## src/rtl/hazard_detect_unit.sv

```systemverilog
// Pipeline hazard unit: load-use / control-operand stall FSM plus IF/ID flush control.
// Optional HAZARD_STATS_EN builds the saturating bubble counter; otherwise StallCount is 0.
module hazard_detect_unit #(
    parameter int REG_W = 5,
    parameter int CNT_W = 32
) (
    input  logic             Clk,
    input  logic             Rst,
    input  logic [REG_W-1:0] IDRs,
    input  logic [REG_W-1:0] IDRt,
    input  logic             IDUsesRt,
    input  logic             IDBranch,
    input  logic             IDJr,
    input  logic             IDJump,
    input  logic             BranchTaken,
    input  logic             EXMemRead,
    input  logic             EXRegWrite,
    input  logic [REG_W-1:0] EXWriteReg,
    input  logic             MEMMemRead,
    input  logic [REG_W-1:0] MEMWriteReg,
    output logic             Check,
    output logic             PCWrite,
    output logic             IFIDWrite,
    output logic             IFIDFlush,
    output logic [CNT_W-1:0] StallCount
);

    typedef enum logic {RUN = 1'b0, HOLD = 1'b1} state_e;

    state_e     state_q, state_d;
    logic       ex_match, mem_match, ctl;
    logic [1:0] need;

    always_comb begin
        ex_match  = (EXWriteReg != '0) &&
                    ((EXWriteReg == IDRs) || (IDUsesRt && (EXWriteReg == IDRt)));
        mem_match = (MEMWriteReg != '0) &&
                    ((MEMWriteReg == IDRs) || (IDUsesRt && (MEMWriteReg == IDRt)));
        ctl       = IDBranch | IDJr;

        // A load feeding a branch/jr needs two bubbles: data arrives only after MEM.
        if (ctl && EXMemRead && ex_match)
            need = 2'd2;
        else if (EXMemRead && ex_match)
            need = 2'd1;
        else if (ctl && EXRegWrite && ex_match)
            need = 2'd1;
        else if (ctl && MEMMemRead && mem_match)
            need = 2'd1;
        else
            need = 2'd0;
    end

    always_comb begin
        state_d   = RUN;
        Check     = 1'b0;
        PCWrite   = 1'b1;
        IFIDWrite = 1'b1;
        IFIDFlush = 1'b0;
        if (Rst) begin
            Check     = 1'b1;
            PCWrite   = 1'b0;
            IFIDWrite = 1'b0;
        end else if (state_q == HOLD) begin
            Check     = 1'b1;
            PCWrite   = 1'b0;
            IFIDWrite = 1'b0;
        end else if (need != 2'd0) begin
            // Stall wins over flush; the redirect is taken once operands are valid.
            Check     = 1'b1;
            PCWrite   = 1'b0;
            IFIDWrite = 1'b0;
            state_d   = (need == 2'd2) ? HOLD : RUN;
        end else begin
            IFIDFlush = IDJump | IDJr | (IDBranch & BranchTaken);
        end
    end

    always_ff @(posedge Clk or posedge Rst) begin
        if (Rst)
            state_q <= RUN;
        else
            state_q <= state_d;
    end

`ifdef HAZARD_STATS_EN
    logic [CNT_W-1:0] cnt_q, cnt_d;

    always_comb begin
        cnt_d = cnt_q;
        if (Check && (cnt_q != '1))
            cnt_d = cnt_q + {{(CNT_W-1){1'b0}}, 1'b1};
    end

    always_ff @(posedge Clk or posedge Rst) begin
        if (Rst)
            cnt_q <= '0;
        else
            cnt_q <= cnt_d;
    end

    assign StallCount = cnt_q;
`else
    assign StallCount = '0;
`endif

endmodule
```

## config.mk

```make
export PLATFORM = sky130hd
export DESIGN_NAME = hazard_detect_unit
export DESIGN_NICKNAME = d
export VERILOG_FILES = /design/src/rtl/hazard_detect_unit.sv
export SDC_FILE = /design/constraint.sdc
export NUM_CORES = 1
export LEC_CHECK = 0
export CAP_MARGIN = 20
export CORE_UTILIZATION = 28
export CTS_CLUSTER_SIZE = 30
export DETAILED_ROUTE_END_ITERATION = 7
export PLACE_DENSITY = 0.82
export RECOVER_POWER = 100
export SETUP_SLACK_MARGIN = 0.15
export SLEW_MARGIN = 20
export SYNTH_ARGS = -nofsm -noshare
export SYNTH_HDL_FRONTEND = slang
export SYNTH_SLANG_ARGS = --single-unit
```

## constraint.sdc

```tcl
create_clock -name Clk -period 1.5 [get_ports Clk]
set_input_delay 0.15 -clock Clk [delete_from_list [all_inputs] [get_ports Clk]]
set_output_delay 0.15 -clock Clk [all_outputs]
set_load 0.005 [all_outputs]
```

### Word level (Yosys, flattened, before mapping)

Index checks and enable logic that the tools add are counted.

| word-level totals | value |
|---|---|
| register bits after elaboration | 1 |
| bits of input ports | 30 |
| output and inout bits | 36 |
| word-level logic and storage cells | 43 |

| cells by class | value |
|---|---|
| equal/unequal tests | 5 |
| muxes and demuxes | 17 |
| bitwise logic cells | 4 |
| reduce and logical (&&, ||, !) cells | 16 |

Operator list:

| operator | number |
|---|---|
| == test 5 bit | 4 |
| two-way mux 1 bit | 16 |
| logical AND 1 bit | 11 |
| nonzero test 5 bit | 2 |
| bitwise OR 1 bit | 3 |
| == test 2 bit, second input constant | 1 |
| logical OR 1 bit | 2 |
| two-way mux 2 bit | 1 |
| nonzero test 2 bit | 1 |
| bitwise AND 1 bit | 1 |

### Depth between registers and ports, before layout

Gate-level depths: netlist of the first run.

| logic depth | value |
|---|---|
| word-level depth | 14 |
| gate-level depth with buffers | 6 |
| mapped depth without buffers | 5 |

### Worst setup path after synthesis of the first run

No wires, ideal clock.

| timing path | value |
|---|---|
| path type | input-to-output |
| start point | input port MEMWriteReg[1] |
| end point | output port PCWrite |
| arrival time | 1,160 ps |
| data required time | 1,350 ps |
| path slack | 190 ps |
| cell stages on the path | 5 |
| cells stage by stage | or4_4 > o211ai_2 > o21ai_2 > nor2_1 > buf_4 |

| between the ends | value |
|---|---|
| longest elaborated chain between the ends | 13 |

Ends and longest elaborated chain:

| what | RTL line | text |
|---|---|---|
| from (decl) | 20 | `input logic [REG_W-1:0] MEMWriteReg,` |
| == test 5 bit | 38 | `((MEMWriteReg == IDRs) \|\| (IDUsesRt && (MEMWriteReg == IDRt)));` |
| logical AND 1 bit | 38 |  |
| logical OR 1 bit | 38 |  |
| logical AND 1 bit (*) | 37 | `mem_match = (MEMWriteReg != '0) &&` |
| logical AND 1 bit (*) | 48 | `else if (ctl && MEMMemRead && mem_match)` |
| two-way mux 1 bit (*) | 48 |  |
| two-way mux 1 bit (*) | 46 | `else if (ctl && EXRegWrite && ex_match)` |
| two-way mux 1 bit (*) | 44 | `else if (EXMemRead && ex_match)` |
| two-way mux 2 bit (*) | 42 | `if (ctl && EXMemRead && ex_match)` |
| nonzero test 2 bit (*) | 68 | `end else if (need != 2'd0) begin` |
| two-way mux 1 bit (*) (3 in series) | -- |  |
| to (decl) | 22 | `output logic PCWrite,` |

Mark *: on every way between the ends. The rest lies on a longest branch, timed or not.

### Final worst setup path of the first run

| timing path | value |
|---|---|
| start point | input port EXWriteReg[1] |
| end point | output port Check |

| between the ends | value |
|---|---|
| longest elaborated chain between the ends | 12 |

Ends and longest elaborated chain:

| what | RTL line | text |
|---|---|---|
| from (decl) | 18 | `input logic [REG_W-1:0] EXWriteReg,` |
| == test 5 bit | 36 | `((EXWriteReg == IDRs) \|\| (IDUsesRt && (EXWriteReg == IDRt)));` |
| logical AND 1 bit | 36 |  |
| logical OR 1 bit | 36 |  |
| logical AND 1 bit (*) | 35 | `ex_match = (EXWriteReg != '0) &&` |
| logical AND 1 bit | 46 |  |
| two-way mux 1 bit | 46 |  |
| two-way mux 1 bit | 44 |  |
| two-way mux 2 bit (*) | 42 |  |
| nonzero test 2 bit (*) | 68 |  |
| two-way mux 1 bit (*) | 68 |  |
| two-way mux 1 bit (*) | 64 | `end else if (state_q == HOLD) begin` |
| two-way mux 1 bit (*) | 60 | `if (Rst) begin` |
| to (decl) | 21 | `output logic Check,` |

Marks and branches as above.

==> flow_summary.yaml, run 1 <==
synth:
  synth-async-reset-ratio_pct: 100
  synth_area_leaders: "buf_4 41%, xor2_1 26%, dfrtp_1 4.1%"
  syn_area_per_cell_um2: 7.68
  synth-edff-count: 0
  synth_top_cell_area_share_pct: 40.8
  synth_common_cells: "33 x buf_4, 18 x xor2_1, 4 x nor2_1, 4 x nor3_1"
  yosysWarnings: 0
  synth_cells: 79
  ys_ff_latch: 1
  netlist_area_um2: 607
  synth.most_common_cell: "buf_4"
  synth-main-ff-cell: "dfrtp_1"
  ys_seq_area_share_pct: 4.12
  synth_cell_types: 21
  synth_area_leader_cell: "buf_4"
sta:
  worst_slack_ns: -0.0428
  rsz0062_at_grt: "yes"
  period_needed_ns: 1.54
  slew_viol_final: 0
  fmax_mhz: 648
  hold_viol: 0
  fin_tns_setup_ns: -0.0428
  final.period_utilization_pct: 103
  finalSetupViolations: 1
  fin_worst_skew_ns: 0
pwr:
  power_density_nw_per_um2: 269
  ir_drop_v: 0.0000996
  leakagePower_nw: 0.470
  p_int_mw: 0.147
  switching_share_pct: 42.4
  seq_power_share_pct: 10.9
  switchingPower_mw: 0.108
  comb_power_share_pct: 89.1
  clockPowerShare_pct: 0
global_route:
  grt_pass1_wl_um: 2350
  grt_max_degree: 4
  grt_util_all_layers_pct: 12.1
  grt_pass1_vias: 534
  antenna_found_initial: 0
  grt-ovfl-total: 0
detailed_routing:
  drc: 0
  vias_per_cell: 3.98
  wirelength_um: 1490
  detail_route.wl_per_cell_um: 9.91
  ant_nets: 0
  drt_first_iter_violations: 1
  drtPass1Iterations: 2
  num_vias: 597
final_layout:
  area_growth_pct: 56.3
  n_fill_cell: 201
  drive_gt1_share_pct: 37.4
  instances_no_fill: 150
  largest_register_ffs: 1
  num_antenna_cells: 0
  largest_registers: "state_q: 1 flops"
  nets: 155
  utilization_pct: 47.4
  max_flop_register: "state_q"
  stdcell_area_um2: 948
cts:
  path_clk_slew_ns: 0
  cts-hold-fix-buffers: 0
  insertion_delay_ns: 0
setup_path:
  worstSetupEndpointType: "primary output"
  slowest_stage: "or4_4"
  cp.buffers_inverters: 2
  critPathLaunchType: "input port"
  cpLargestDelayFamily: "simple AND/OR/NAND/NOR gates"
  critPathKind: "input port to primary output"
  required_ns: 1.35
  crit_top_cell: "buf_2"
  cp_max_fo: 3
  crit_path_cell_trace: "buf_2 -> or4_4 -> nor2_4 -> nor3_4 -> or2_1 -> buf_2"
  cpPeakStageDelay_ns: 0.55
  cp.arrival_ns: 1.39
placement:
  dp.cells: 149
  place.gp.congestion: 0.715
  pre_cts_slack_ns: -0.778
  placed_area_um2: 930
  numPortBuffers: 33
  dp_hpwl_um: 1210
status:
  violations: "negative setup slack"
  status: "complete, but fails checks"
floorplan:
  core_um2: 2000
  die_area_um2: 2360
  initial_core_util_pct: 30.3
  io_pins: 66
  rows: 16
  die_x_um: 48.6
  die_h_um: 48.6
run:
  maxCapViolations: 0
min_path:
  hp-class: "input port to async pin"
==> worst paths after layout <==
path,startpoint,to,slack (ns),depth (start not counted)
max in group asynchronous,Rst,state_q,0.93,2
min,Rst,state_q,0.47,2
min reg2reg,state_q,state_q,0.54,3
max,EXWriteReg[1],Check,-0.04,6
min in group Clk,state_q,state_q,0.54,3
max reg2reg,state_q,state_q,0.72,3
==> area by class of cell <==
cell class | count | area (um^2) | share of cell area (%)
Multi-Input combinational cell | 75 | 514 | 54.2
Tap cell | 27 | 33.8 | 3.56
Sequential cell | 1 | 25.0 | 2.64
Timing Repair Buffer | 46 | 372 | 39.2
Inverter | 1 | 3.75 | 0.396
==> metal layers <==
layer,vias to the layer above,track usage [%],part of all wire (%)
met4,0,0,0
met5,-,0,0
met2,37,25.1,55
met3,0,0.943,7.3
li1,285,-,-
met1,275,14.1,37
==> logic make-up (layout without fill, tap and decap cells) <==
logic type / count (synthesis) / count (layout) / synth area share [%]
AND/OR/NAND/NOR: 17 / 17 / 16.5
flip-flops: 1 / 1 / 4.12
other: 1 / 32 / 0.618
AO/OA/AOI/OAI: 6 / 6 / 8.45
buffers and inverters: 34 / 47 / 41.4
XOR/XNOR: 20 / 20 / 28.9
==> cells in the final DEF (no fill, tap or decap) <==
cell,synthesis,final
nor3_4,0,1
a211oi_1,1,1
buf_6,0,7
clkdlybuf4s50_1,0,6
dlygate4sd2_1,0,8
nor3_1,4,1
or2_1,1,1
a21oi_2,0,1
dfrtp_1,1,1
nor2_1,4,3
nor4_2,0,1
a32oi_2,0,1
clkdlybuf4s15_1,0,1
o21ai_2,1,1
nor2_4,0,1
o211ai_2,1,1
xnor2_1,2,2
dlygate4sd3_1,0,1
nand3_1,1,1
inv_1,1,1
buf_4,33,11
or2_4,0,1
clkbuf_2,0,2
xor2_2,0,2
nor4_1,2,1
nor2_2,1,1
xor2_1,18,16
nor3_2,1,3
or4_4,1,2
buf_2,0,10
a32oi_1,2,1
conb_1,1,32
==> power groups by stage <==
stage	combinational, mW	clock, mW	sequential, mW
floorplan	0.144	0	0.0279
finish	0.227	0	0.0279
CTS	0.212	0	0.0279
global placement	0.223	0	0.0279
global route	0.248	0	0.0279
detailed placement	0.227	0	0.0279
==> worst reg2reg max path: stages (launching register included) <==
cell     delay [ns]
dfrtp_1        0.35
nor2_2         0.13
nand3_1        0.11
nor3_2         0.11
==> metrics by stage <==
step	hold WS [ns]	total power [mW]
floorplan	-0.121	0.172
global placement	0.340	0.251
detailed placement	0.341	0.255
CTS	0.347	0.240
global route	0.504	0.276
finish	0.473	0.255
==> repair_timing <==
item                       CTS  global route
setup buffers                1             0
pin swaps                   18            12
resized for setup           83            15
setup endpoints to repair    5             5
(Power assumes the default switching activity.)
==> run 2: changes to the inputs <==
- REMOVE_ABC_BUFFERS: not set -> 1
==> flow_summary.yaml, run 2 (synthesis results as in run 1) <==
sta:
  whs_ns: 0.470
  period_needed_ns: 1.60
  fin_worst_skew_ns: 0
  worst_slack_ns: -0.101
  fmax_mhz: 625
  slew_viol_final: 0
  hold_viol: 0
  final.period_utilization_pct: 107
  finalSetupViolations: 1
  rsz0062_at_grt: "yes"
final_layout:
  nets: 159
  num_antenna_cells: 0
  area_growth_pct: 65.8
  instances_no_fill: 154
  final_common_cell: "conb_1"
  largest_register_ffs: 1
  final_cell_mix: "32 x conb_1, 17 x xor2_1, 13 x buf_4"
  drive_gt1_share_pct: 38.6
  max_flop_register: "state_q"
  n_fill_cell: 194
  largest_registers: "state_q: 1 flops"
pwr:
  totalPowerFinal_mw: 0.268
  power_density_nw_per_um2: 266
  leakagePower_nw: 0.514
  ir_drop_v: 0.000138
detailed_routing:
  ant_nets: 0
  dr_wl_met2_um: 897
  drc: 0
  drtPass1Iterations: 1
  wl_met1_um: 556
  wl_met3_um: 65
  num_vias: 604
  detail_route.wl_per_cell_um: 9.87
  vias_per_cell: 3.92
  highest_layer: "met3"
  wirelength_um: 1520
  drt_first_iter_violations: 0
global_route:
  grt_pass1_vias: 602
  grt-ovfl-total: 0
  grt_max_degree: 4
  antenna_found_initial: 0
  grt_util_all_layers_pct: 12.4
  grt_pass1_wl_um: 2460
floorplan:
  core_um2: 2000
  io_pins: 66
  initial_core_util_pct: 30.3
  die_x_um: 48.6
  die_h_um: 48.6
  rows: 16
  die_area_um2: 2360
setup_path:
  worstSetupEndpointType: "primary output"
  cp_max_fo: 3
  rrSetupSlack_ns: 0.72
  required_ns: 1.35
  cp.arrival_ns: 1.45
  critPathKind: "input port to primary output"
  critPathLaunchType: "input port"
  r2r_cells: 3
placement:
  place.gp.congestion: 0.799
  dp.cells: 149
  dp_hpwl_um: 1250
  numPortBuffers: 33
run:
  maxCapViolations: 0
cts:
  path_clk_slew_ns: 0
  cts-hold-fix-buffers: 0
  insertion_delay_ns: 0
status:
  violations: "negative setup slack"
  status: "complete, but fails checks"
min_path:
  hp-class: "input port to async pin"
run 2: cell types whose count changed in the layout (fill, tap and decap cells not counted), moves of 2 or more:
cell	change
buf_2	-2
buf_4	+2
buf_6	+4
dlygate4sd2_1	-3
dlymetal6s2s_1	+2
run 2: per-layer routing:
layer / global-route usage, % / vias up
met5: 0 / -
met4: 0.980 / 0
met3: 0.314 / 0
met2: 26.3 / 30
met1: 13.9 / 283
li1: - / 291
run 2: path summary, 6_finish.rpt:
path,startpoint,endpoint
max,MEMWriteReg[1],IFIDFlush
min,Rst,state_q
max reg2reg,state_q,state_q
min reg2reg,state_q,state_q
max in group asynchronous,Rst,state_q
min in group Clk,state_q,state_q
run 2: critical path, stage by stage:
cell	delay [ns]
buf_6	0.10
or4_4	0.52
o211ai_2	0.16
o21ai_2	0.08
buf_4	0.14
nor3_2	0.15
buf_2	0.14
run 2: layout make-up:
| class | count | area (um^2) | share of cell area [%] |
|---|---|---|---|
| multi-input combinational | 75 | 502 | 49.9 |
| timing repair buffer | 50 | 442 | 43.9 |
| tap | 27 | 33.8 | 3.36 |
| sequential | 1 | 25.0 | 2.49 |
| inverter | 1 | 3.75 | 0.373 |
run 2: per-stage QoR:
step / util, % / setup slack, ns / setup TNS, ns / instance area [um^2]
finish: 50.2 / -0.101 / -0.101 / 1010
global route: 50.2 / -0.161 / -0.246 / 1010
CTS: 47.5 / -0.138 / -0.178 / 951
detailed placement: 46.4 / -0.847 / -3.43 / 930
global placement: 46.4 / -0.812 / -3.21 / 930
floorplan: - / 0.249 / 0 / 475
run 2: timing repair:
action / CTS / global route
buffers inserted: 4 / 1
setup endpoints to repair: 5 / 5
pin swaps: 22 / 18
endpoints found under the hold margin: 0 / 0
gates resized for setup: 90 / 18
run 2: power by group:
part | switching [mW] | internal (mW)
clock network | 0 | 0
registers | 0.000117 | 0.0278
logic | 0.108 | 0.132
total | 0.108 | 0.160
==> run 3: changes to the inputs <==
- CAP_MARGIN: 20 -> 10
==> results of run 3 <==
The final DEF is identical to that of run 2; final timing and power are the same.
